File: src/rtl/mem_arb_pkg.sv
// Shared types and constants for the two-port memory arbiter.
package mem_arb_pkg;

    localparam int DEF_AW      = 32;
    localparam int DEF_DW      = 32;
    localparam int DEF_TIMEOUT = 255;

    typedef enum logic [1:0] {
        IDLE  = 2'd0,
        IBUSY = 2'd1,
        DBUSY = 2'd2,
        DONE  = 2'd3
    } arb_state_t;

    typedef logic port_id_t;

    localparam port_id_t PORT_I = 1'b0;
    localparam port_id_t PORT_D = 1'b1;

endpackage

File: src/rtl/mem_arb_timer.sv
// Busy-cycle watchdog: counts stalled cycles and flags the cycle in which
// the count would reach TIMEOUT.
module mem_arb_timer
    import mem_arb_pkg::*;
#(
    parameter int TIMEOUT = DEF_TIMEOUT
) (
    input  logic clk,
    input  logic rst,
    input  logic clear,
    input  logic enable,
    output logic expired
);

    localparam int            CW   = (TIMEOUT < 2) ? 1 : $clog2(TIMEOUT + 1);
    localparam logic [CW-1:0] LAST = CW'(TIMEOUT - 1);

    logic [CW-1:0] count_q, count_d;

    // Next count: clear has priority over counting.
    always_comb begin
        // NOTE: every always_comb output gets a default first so no latch is inferred.
        count_d = count_q;
        if (clear) begin
            count_d = '0;
        end else if (enable) begin
            count_d = count_q + CW'(1);
        end
    end

    // This stalled cycle is the one that brings the count to TIMEOUT.
    assign expired = enable && !clear && (count_q == LAST);

    // Counter register.
    always_ff @(posedge clk) begin
        // NOTE: state flops use non-blocking assignments so all registers update together.
        if (rst) begin
            count_q <= '0;
        end else begin
            count_q <= count_d;
        end
    end

endmodule

File: src/rtl/mem_arbiter.sv
// Arbitrates an instruction-refill port and a data port onto one memory
// interface, one transaction at a time, with a busy-cycle timeout.
// Optional feature: define MEM_ARB_RR_EN for round-robin on contention;
// otherwise the data port always wins.
module mem_arbiter
    import mem_arb_pkg::*;
#(
    parameter int AW      = DEF_AW,
    parameter int DW      = DEF_DW,
    parameter int TIMEOUT = DEF_TIMEOUT
) (
    input  logic          clk,
    input  logic          rst,
    input  logic          i_ireq,
    input  logic [AW-1:0] i_iaddr,
    output logic [DW-1:0] o_idata,
    output logic          o_ivd,
    input  logic          i_dren,
    input  logic          i_dwen,
    input  logic [AW-1:0] i_daddr,
    input  logic [DW-1:0] i_dwdata,
    output logic [DW-1:0] o_ddata,
    output logic          o_dvd,
    output logic [AW-1:0] o_mem_addr,
    output logic          o_mem_ren,
    output logic          o_mem_wen,
    output logic [DW-1:0] o_mem_wdata,
    input  logic [DW-1:0] i_mem_rdata,
    input  logic          i_mem_vd,
    output logic          o_busy,
    output logic          o_timeout
);

    arb_state_t    state_q, state_d;
    logic [AW-1:0] mem_addr_q, mem_addr_d;
    logic [DW-1:0] mem_wdata_q, mem_wdata_d;
    logic          mem_ren_q, mem_ren_d;
    logic          mem_wen_q, mem_wen_d;
    logic [DW-1:0] idata_q, idata_d;
    logic [DW-1:0] ddata_q, ddata_d;
    logic          ivd_q, ivd_d;
    logic          dvd_q, dvd_d;
    logic          timeout_q, timeout_d;

    logic          d_req, any_req, in_busy;
    logic          timer_clear, timer_enable, timer_expired;
    port_id_t      winner;

`ifdef MEM_ARB_RR_EN
    port_id_t      last_grant_q, last_grant_d;
`endif

    assign d_req   = i_dren | i_dwen;
    assign any_req = d_req | i_ireq;
    assign in_busy = (state_q == IBUSY) || (state_q == DBUSY);

`ifdef MEM_ARB_RR_EN
    assign winner = (d_req && (!i_ireq || last_grant_q == PORT_I)) ? PORT_D : PORT_I;
`else
    assign winner = d_req ? PORT_D : PORT_I;
`endif

    assign timer_clear  = (state_q == IDLE) && any_req;
    assign timer_enable = in_busy && !i_mem_vd;

    mem_arb_timer #(
        .TIMEOUT (TIMEOUT)
    ) u_timer (
        .clk     (clk),
        .rst     (rst),
        .clear   (timer_clear),
        .enable  (timer_enable),
        .expired (timer_expired)
    );

    // Next-state and registered-output logic for the arbiter FSM.
    always_comb begin
        state_d     = state_q;
        mem_addr_d  = mem_addr_q;
        mem_wdata_d = mem_wdata_q;
        mem_ren_d   = mem_ren_q;
        mem_wen_d   = mem_wen_q;
        idata_d     = idata_q;
        ddata_d     = ddata_q;
        ivd_d       = 1'b0;
        dvd_d       = 1'b0;
        timeout_d   = 1'b0;
`ifdef MEM_ARB_RR_EN
        last_grant_d = last_grant_q;
`endif

        unique case (state_q)
            IDLE: begin
                if (any_req) begin
`ifdef MEM_ARB_RR_EN
                    last_grant_d = winner;
`endif
                    if (winner == PORT_D) begin
                        state_d     = DBUSY;
                        mem_addr_d  = i_daddr;
                        mem_wen_d   = i_dwen;
                        mem_ren_d   = !i_dwen;
                        mem_wdata_d = i_dwen ? i_dwdata : '0;
                    end else begin
                        state_d     = IBUSY;
                        mem_addr_d  = i_iaddr;
                        mem_ren_d   = 1'b1;
                        mem_wen_d   = 1'b0;
                        mem_wdata_d = '0;
                    end
                end
            end
            IBUSY, DBUSY: begin
                // Completion beats a timeout landing in the same cycle.
                if (i_mem_vd) begin
                    state_d   = DONE;
                    mem_ren_d = 1'b0;
                    mem_wen_d = 1'b0;
                    if (state_q == IBUSY) begin
                        ivd_d   = 1'b1;
                        idata_d = i_mem_rdata;
                    end else begin
                        dvd_d = 1'b1;
                        if (!mem_wen_q) begin
                            ddata_d = i_mem_rdata;
                        end
                    end
                end else if (timer_expired) begin
                    state_d   = IDLE;
                    mem_ren_d = 1'b0;
                    mem_wen_d = 1'b0;
                    timeout_d = 1'b1;
                end
            end
            DONE: begin
                state_d = IDLE;
            end
            default: begin
                state_d = IDLE;
            end
        endcase
    end

    // State and output registers.
    always_ff @(posedge clk) begin
        if (rst) begin
            // NOTE: the read-data holding registers are reset too, so every output reads 0 in reset.
            state_q     <= IDLE;
            mem_addr_q  <= '0;
            mem_wdata_q <= '0;
            mem_ren_q   <= 1'b0;
            mem_wen_q   <= 1'b0;
            idata_q     <= '0;
            ddata_q     <= '0;
            ivd_q       <= 1'b0;
            dvd_q       <= 1'b0;
            timeout_q   <= 1'b0;
`ifdef MEM_ARB_RR_EN
            last_grant_q <= PORT_I;
`endif
        end else begin
            state_q     <= state_d;
            mem_addr_q  <= mem_addr_d;
            mem_wdata_q <= mem_wdata_d;
            mem_ren_q   <= mem_ren_d;
            mem_wen_q   <= mem_wen_d;
            idata_q     <= idata_d;
            ddata_q     <= ddata_d;
            ivd_q       <= ivd_d;
            dvd_q       <= dvd_d;
            timeout_q   <= timeout_d;
`ifdef MEM_ARB_RR_EN
            last_grant_q <= last_grant_d;
`endif
        end
    end

    assign o_mem_addr  = mem_addr_q;
    assign o_mem_wdata = mem_wdata_q;
    assign o_mem_ren   = mem_ren_q;
    assign o_mem_wen   = mem_wen_q;
    assign o_idata     = idata_q;
    assign o_ddata     = ddata_q;
    assign o_ivd       = ivd_q;
    assign o_dvd       = dvd_q;
    assign o_timeout   = timeout_q;
    assign o_busy      = in_busy;

endmodule

File: config.mk
export PLATFORM = sky130hd
export DESIGN_NAME = mem_arbiter
export DESIGN_NICKNAME = d
export VERILOG_FILES = /design/src/rtl/mem_arb_pkg.sv /design/src/rtl/mem_arb_timer.sv /design/src/rtl/mem_arbiter.sv
export SDC_FILE = /design/constraint.sdc
export NUM_CORES = 1
export LEC_CHECK = 0
export BUFFER_PORTS_ARGS = -buffer_cell sky130_fd_sc_hd__buf_2
export CAP_MARGIN = 15
export CELL_PAD_IN_SITES_DETAIL_PLACEMENT = 1
export CELL_PAD_IN_SITES_GLOBAL_PLACEMENT = 1
export CORE_ASPECT_RATIO = 1.5
export CORE_MARGIN = 1.5
export CORE_UTILIZATION = 29
export DETAILED_ROUTE_END_ITERATION = 8
export GPL_TIMING_DRIVEN = 0
export PLACE_DENSITY = 0.82
export SLEW_MARGIN = 5
export SYNTH_ARGS = -nofsm -noshare
export SYNTH_HDL_FRONTEND = slang
export SYNTH_HIERARCHICAL = 1
export SYNTH_SLANG_ARGS = --single-unit
File: constraint.sdc
create_clock -name clk -period 2.6 [get_ports clk]
set_input_delay 0.52 -clock clk [delete_from_list [all_inputs] [get_ports clk]]
set_output_delay 0.52 -clock clk [all_outputs]
set_load 0.02 [all_outputs]
## After elaboration in Yosys (flattened, before gate mapping)

Index checks and enable logic that the tools add are counted.

| word-level totals | value |
|---|---|
| memories kept | 0 |
| register bits | 143 |
| memory bits (read-only) | 0 |
| word-level logic and storage cells | 63 |
| input port bits | 134 |
| latch bits | 0 |
| RAM bits | 0 |

| cells by class | value |
|---|---|
| divide/modulo/power cells | 0 |
| bitwise operators | 6 |
| multiplexer cells | 20 |
| $add $sub $neg | 1 |
| magnitude comparators | 0 |
| multiply operators | 0 |
| reduce and logical (&&, ||, !) cells | 19 |
| eq/ne operators | 6 |
| shift operators | 0 |

Operators with widths:

| kind | number |
|---|---|
| 2-to-1 mux 32 bit | 3 |
| 2-to-1 mux 1 bit | 10 |
| adder 8 x 1 -> 8 bit, second input constant | 1 |
| == test 8 bit, second input constant | 1 |
| 2-to-1 mux 2 bit | 4 |
| one-hot mux 2 bit (3 select lines) | 1 |
| AND reduction 3 bit | 2 |
| OR reduction 3 bit | 2 |
| == test 2 bit, second input constant | 2 |
| logical AND 1 bit | 4 |
| NOT 1 bit | 4 |
| one-hot mux 1 bit (2 select lines) | 2 |
| AND reduction 2 bit | 2 |
| AND reduction 4 bit | 1 |
| OR reduction 2 bit | 2 |
| logical NOT 1 bit | 3 |
| != test 3 bit, second input constant | 1 |
| == test 2 x 1 -> 1 bit, second input constant | 1 |
| logical NOT 2 bit | 1 |
| != test 2 bit, second input constant | 1 |
| OR 1 bit | 2 |
| nonzero test 2 bit | 1 |
| logical OR 1 bit | 1 |

## Depth between registers and ports, before layout

| logic depth | value |
|---|---|
| word-level depth | 9 |
| mapped depth | 11 |
| depth with buffers taken out | 9 |

## Modules after synthesis

The synthesis kept the hierarchy.

By module, submodules not included:

| module | area each (um^2) | cells each | sequential area each (um^2) | times used |
|---|---|---|---|---|
| mem_arbiter | 5089.9 | 616 | 2702.6 | 1 |
| mem_arb_timer | 390.4 | 44 | 160.2 | 1 |

## Least setup slack after synthesis

No wires, ideal clock.

| timing | value |
|---|---|
| path type | register -> register |
| from | register state_q[0] |
| to | register mem_ren_q (netlist: o_mem_ren) |
| setup time | 0.121 ns |
| clock period less this slack | 2.743 ns |
| arrival | 2.622 ns |
| cell stages (with the launch flop) | 11 |
| required time | 2.479 ns |
| slack | -0.143 ns |
| cells stage by stage | dfxtp_1 > inv_1 > ha_1 > clkbuf_1 > nor2b_1 > buf_4 > nand4_4 > nor4_1 > nor3b_1 > nor3_1 > mux2_2 |

| between the ends | value |
|---|---|
| longest elaborated chain between the ends | 7 |

Ends and longest elaborated chain:

| what | line | RTL |
|---|---|---|
| start: declaration | mem_arbiter.sv:34 | `arb_state_t state_q, state_d;` |
| start signal: assignment | mem_arbiter.sv:162 | `state_q <= state_d;` |
| == test 2 x 1 -> 1 bit or == test 2 bit (tied branches) | mem_arbiter.sv:55 | `assign in_busy = (state_q == IBUSY) \|\| (state_q == DBUSY);` |
| logical OR 1 bit (*) | mem_arbiter.sv:55 |  |
| via o_busy | mem_arbiter.sv:30 | `output logic o_busy,` |
| logical AND 1 bit (*) | mem_arbiter.sv:64 | `assign timer_enable = in_busy && !i_mem_vd;` |
| via timer_enable | mem_arbiter.sv:46 | `logic timer_clear, timer_enable, timer_expired;` |
| logical AND 1 bit (*) (2 in series) | mem_arb_timer.sv:32 | `assign expired = enable && !clear && (count_q == LAST);` |
| via timer_expired | mem_arbiter.sv:46 |  |
| != test 3 bit (no line) (*) | - |  |
| AND reduction 3 bit (no line) (*) | - |  |
| end signal: assignment | mem_arbiter.sv:165 | `mem_ren_q <= mem_ren_d;` |
| end: declaration | mem_arbiter.sv:37 | `logic mem_ren_q, mem_ren_d;` |

The timed path passes the listed nets; every way through them passes the cells marked *.
A chain may end at the register's enable or synchronous reset.

## Final worst setup path

| timing | value |
|---|---|
| from | register state_q[0] |
| to | register mem_ren_q (netlist: o_mem_ren) |

| between the ends | value |
|---|---|
| longest elaborated chain between the ends | 7 |

Ends and longest elaborated chain:

| what | line |
|---|---|
| == test 2 x 1 -> 1 bit or == test 2 bit (tied branches) | mem_arbiter.sv:55 |
| logical OR 1 bit (*) | mem_arbiter.sv:55 |
| logical AND 1 bit (*) | mem_arbiter.sv:64 |
| via timer_enable | mem_arbiter.sv:46 |
| logical AND 1 bit (*) (2 in series) | mem_arb_timer.sv:32 |
| via timer_expired | mem_arbiter.sv:46 |
| != test 3 bit (no line) (*) | - |
| AND reduction 3 bit (no line) (*) | - |

Marked as above.

==> results.yml <==
final_layout:
  syn_to_final_growth_pct: 41.5
  fin_util_pct: 41.8
  final_common_cell: "buf_2"
  antenna_cells: 0
  final_cell_mix: "buf_2 (284), nand2_1 (168), dfxtp_1 (142)"
  fill_cells: 2355
  nNetsFinal: 1085
  drive_above_1_share_pct: 34.6
  design_area_um2: 7750
critical_path:
  slowest_stage: "dfxtp_2"
  end_kind: "register"
  worstSetupStartpoint: "state_q[0]$_SDFFE_PP0P_"
  rrSetupSlack_ns: 0.19
  r2r_cells: 10
  cp.arrival_ns: 2.71
  slowest_delay_ns: 0.36
  crit_type: "register to register"
  crit_family: "simple AND/OR/NAND/NOR gates"
  worstPathCellList: "inv_1 > ha_1 > clkbuf_4 > nor2b_4 > buf_6 > nand4_4 > nor4_4 > nor3b_2 > nor3_2 > mux2_2"
  crit_path_max_fanout: 10
  start_kind: "register"
  path_buf_inv: 3
  r2r-start: "state_q[0]$_SDFFE_PP0P_"
  cp_num_cells: 10
  rr_endpoint: "o_mem_ren$_SDFFE_PP0P_"
  worstPathRequired_ns: 2.90
timing:
  slew_headroom_pct: 59.0
  fmax_mhz: 414
  fin_crit_sh_pct: 92.8
  worst_pin_slew_ns: 0.616
  setup_viol: 0
  period_needed_ns: 2.41
  drv_slew: 0
  finClkSkew_ns: 0.00984
  hold_viol_final: 0
  finalWorstSetupSlack_ns: 0.187
  rsz0062_at_grt: "false"
floorplan:
  design.core.area_um2: 18500
  rows: 61
  dieWidth_um: 115
  die_area_um2: 19700
  start_util_pct: 29.5
  ios: 268
  chipHeight_um: 171
clocking:
  htreeDepth: 4
  clk_path_buf_depth: 2
  clk_pin_slew_ns: 0.06
  cts_tree: "done"
  clk_latency_ns: 0.42
  cts_sinks: 143
  numCtsBuffers: 17
  root_buffer: "clkbuf_16"
synth:
  synth_nets: 800
  ys_ff_latch: 143
  yosysTopAreaCellShare_pct: 52.2
  syn_inst: 660
  yosysWarnings: 6
  synth_cell_types: 42
  synth_area_um2: 5480
  synth_seq_area_share_pct: 52.2
  synth_area_per_cell_um2: 8.30
  ys_async_sr_fraction_pct: 0
  synth_edf_count: 0
  yosys.area.top_type: "dfxtp_1"
  synthTopCellsByArea: "dfxtp_1 (52%), nand2_1 (12%), a21oi_1 (6.2%)"
  ys.flop_type: "dfxtp_1"
global_routing:
  grt_pass1_vias: 5917
  grt_max_degree: 22
  antenna_found_initial: 1
  grt_pass1_wl_um: 29100
  gr-total-overflow: 0
  grt_use_total_pct: 18.8
place:
  dp_slack_ns: -0.452
  port_buffers: 267
  placed_area_um2: 7140
  dpl.hpwl_um: 14600
  place.gp.congestion: 0.799
run:
  cap_violations: 0
drt:
  drtIter0Drc: 283
  dr.pass1.iters: 4
  via_per_inst: 4.72
  wire_per_inst_um: 15.6
  antenna_left: 0
  finalWirelength_um: 18900
  via_count: 5716
  drc_errors: 0
worst_hold_path:
  hold_path.class: "input port to register"
  min_path_cells: 3
  hold_start: "i_dwdata[15]"
  worstHoldEndpoint: "o_mem_wdata[15]$_SDFFE_PP0P_"
power:
  peakVddDrop_v: 0.000352
  p_leak_uw: 0.00348
  power_density_nw_per_um2: 868
status:
  outcome: "finished, final reports clean"
## timing repair
| action | CTS | global route |
|---|---|---|
| hold buffers | 0 | 0 |
| hold endpoints to repair | 0 | 0 |
| buffers inserted | 1 | 0 |
| gates resized for setup | 2 | 7 |
| pin swaps | 2 | 1 |
| setup endpoints to repair | 3 | 4 |
## worst max-delay path by stage
stage	to	slack, ns
3_3_place_gp	o_mem_ren$_SDFFE_PP0P_	-0.40
4_1_cts	o_mem_ren$_SDFFE_PP0P_	0.03
2_1_floorplan	o_mem_ren$_SDFFE_PP0P_	0.05
5_1_grt	o_mem_ren$_SDFFE_PP0P_	0.02
6_report	o_mem_ren$_SDFFE_PP0P_	0.19
3_5_place_dp	o_mem_ren$_SDFFE_PP0P_	-0.45
## cells in the mapped netlist, drive strengths merged, types with 3 or more instances
cell,n
nand4,3
nor2,73
nor3,4
a21oi,68
xor2,3
nor3b,3
o21ai,36
nand2,168
buf,23
inv,5
a22oi,32
ha,6
clkbuf,35
dfxtp,143
a311oi,32
## tightest hold or removal path, stage by stage
cell,delay (ns)
buf_2,0.08
a22oi_1,0.05
nor2_1,0.07
## report_power, final
part	switching, uW	internal, uW
logic	1130	597
registers	128	2450
clock network	983	1440
total	2240	4490
## metal layers
metal | track usage (%) | vias up | wire length, um
li1 | - | 2828 | -
met2 | 36.5 | 158 | 10400
met4 | 7.35 | 2 | 475
met5 | 0 | - | 12
met1 | 19.0 | 2694 | 7250
met3 | 4.33 | 34 | 792
## stage by stage
stage	cells	hold WS, ns	TNS [ns]	total power (uW)
global route	1210	0.346	0	7070
finish	1210	0.342	0	6730
global placement	1179	0.439	-0.762	4320
floorplan	660	0.458	0	3700
CTS	1211	0.328	0	6810
detailed placement	1179	0.446	-1.06	4360
## sequential cells by signal (all words and copies together), names as in the netlist
| name | cells |
|---|---|
| o_mem_ren | 1 |
| o_timeout | 1 |
| o_mem_wen | 1 |
| u_timer/count_q | 8 |
| state_q | 2 |
| o_mem_wdata | 32 |
| o_dvd | 1 |
| o_idata | 32 |
| o_mem_addr | 32 |
| o_ddata | 32 |
| o_ivd | 1 |
## cells by family (layout without fill, tap and decap cells)
logic type      Yosys count  in the layout  share of synthesized area [%]
simple gates            269            269                           20.6
buf+inv                  63            361                           4.82
compound gates          173            173                           20.0
flops                   143            143                           52.2
mux                       2              2                          0.388
xor+xnor                  4              4                          0.639
fa+ha+maj                 6              6                           1.37
## final cells by class
cell class              count  area [um2]  share of cell area, %
flip-flops and latches    143        2860                   36.9
multi-input cells         454        2390                   30.8
repair buffers            268        1340                   17.3
clock buffers              19         443                   5.71
well taps                 252         315                   4.07
plain buffers              56         243                   3.13
clock inverters            13         138                   1.78
inverters                   5        21.3                  0.274
No activity file was read; power rests on OpenSTA's default activity.
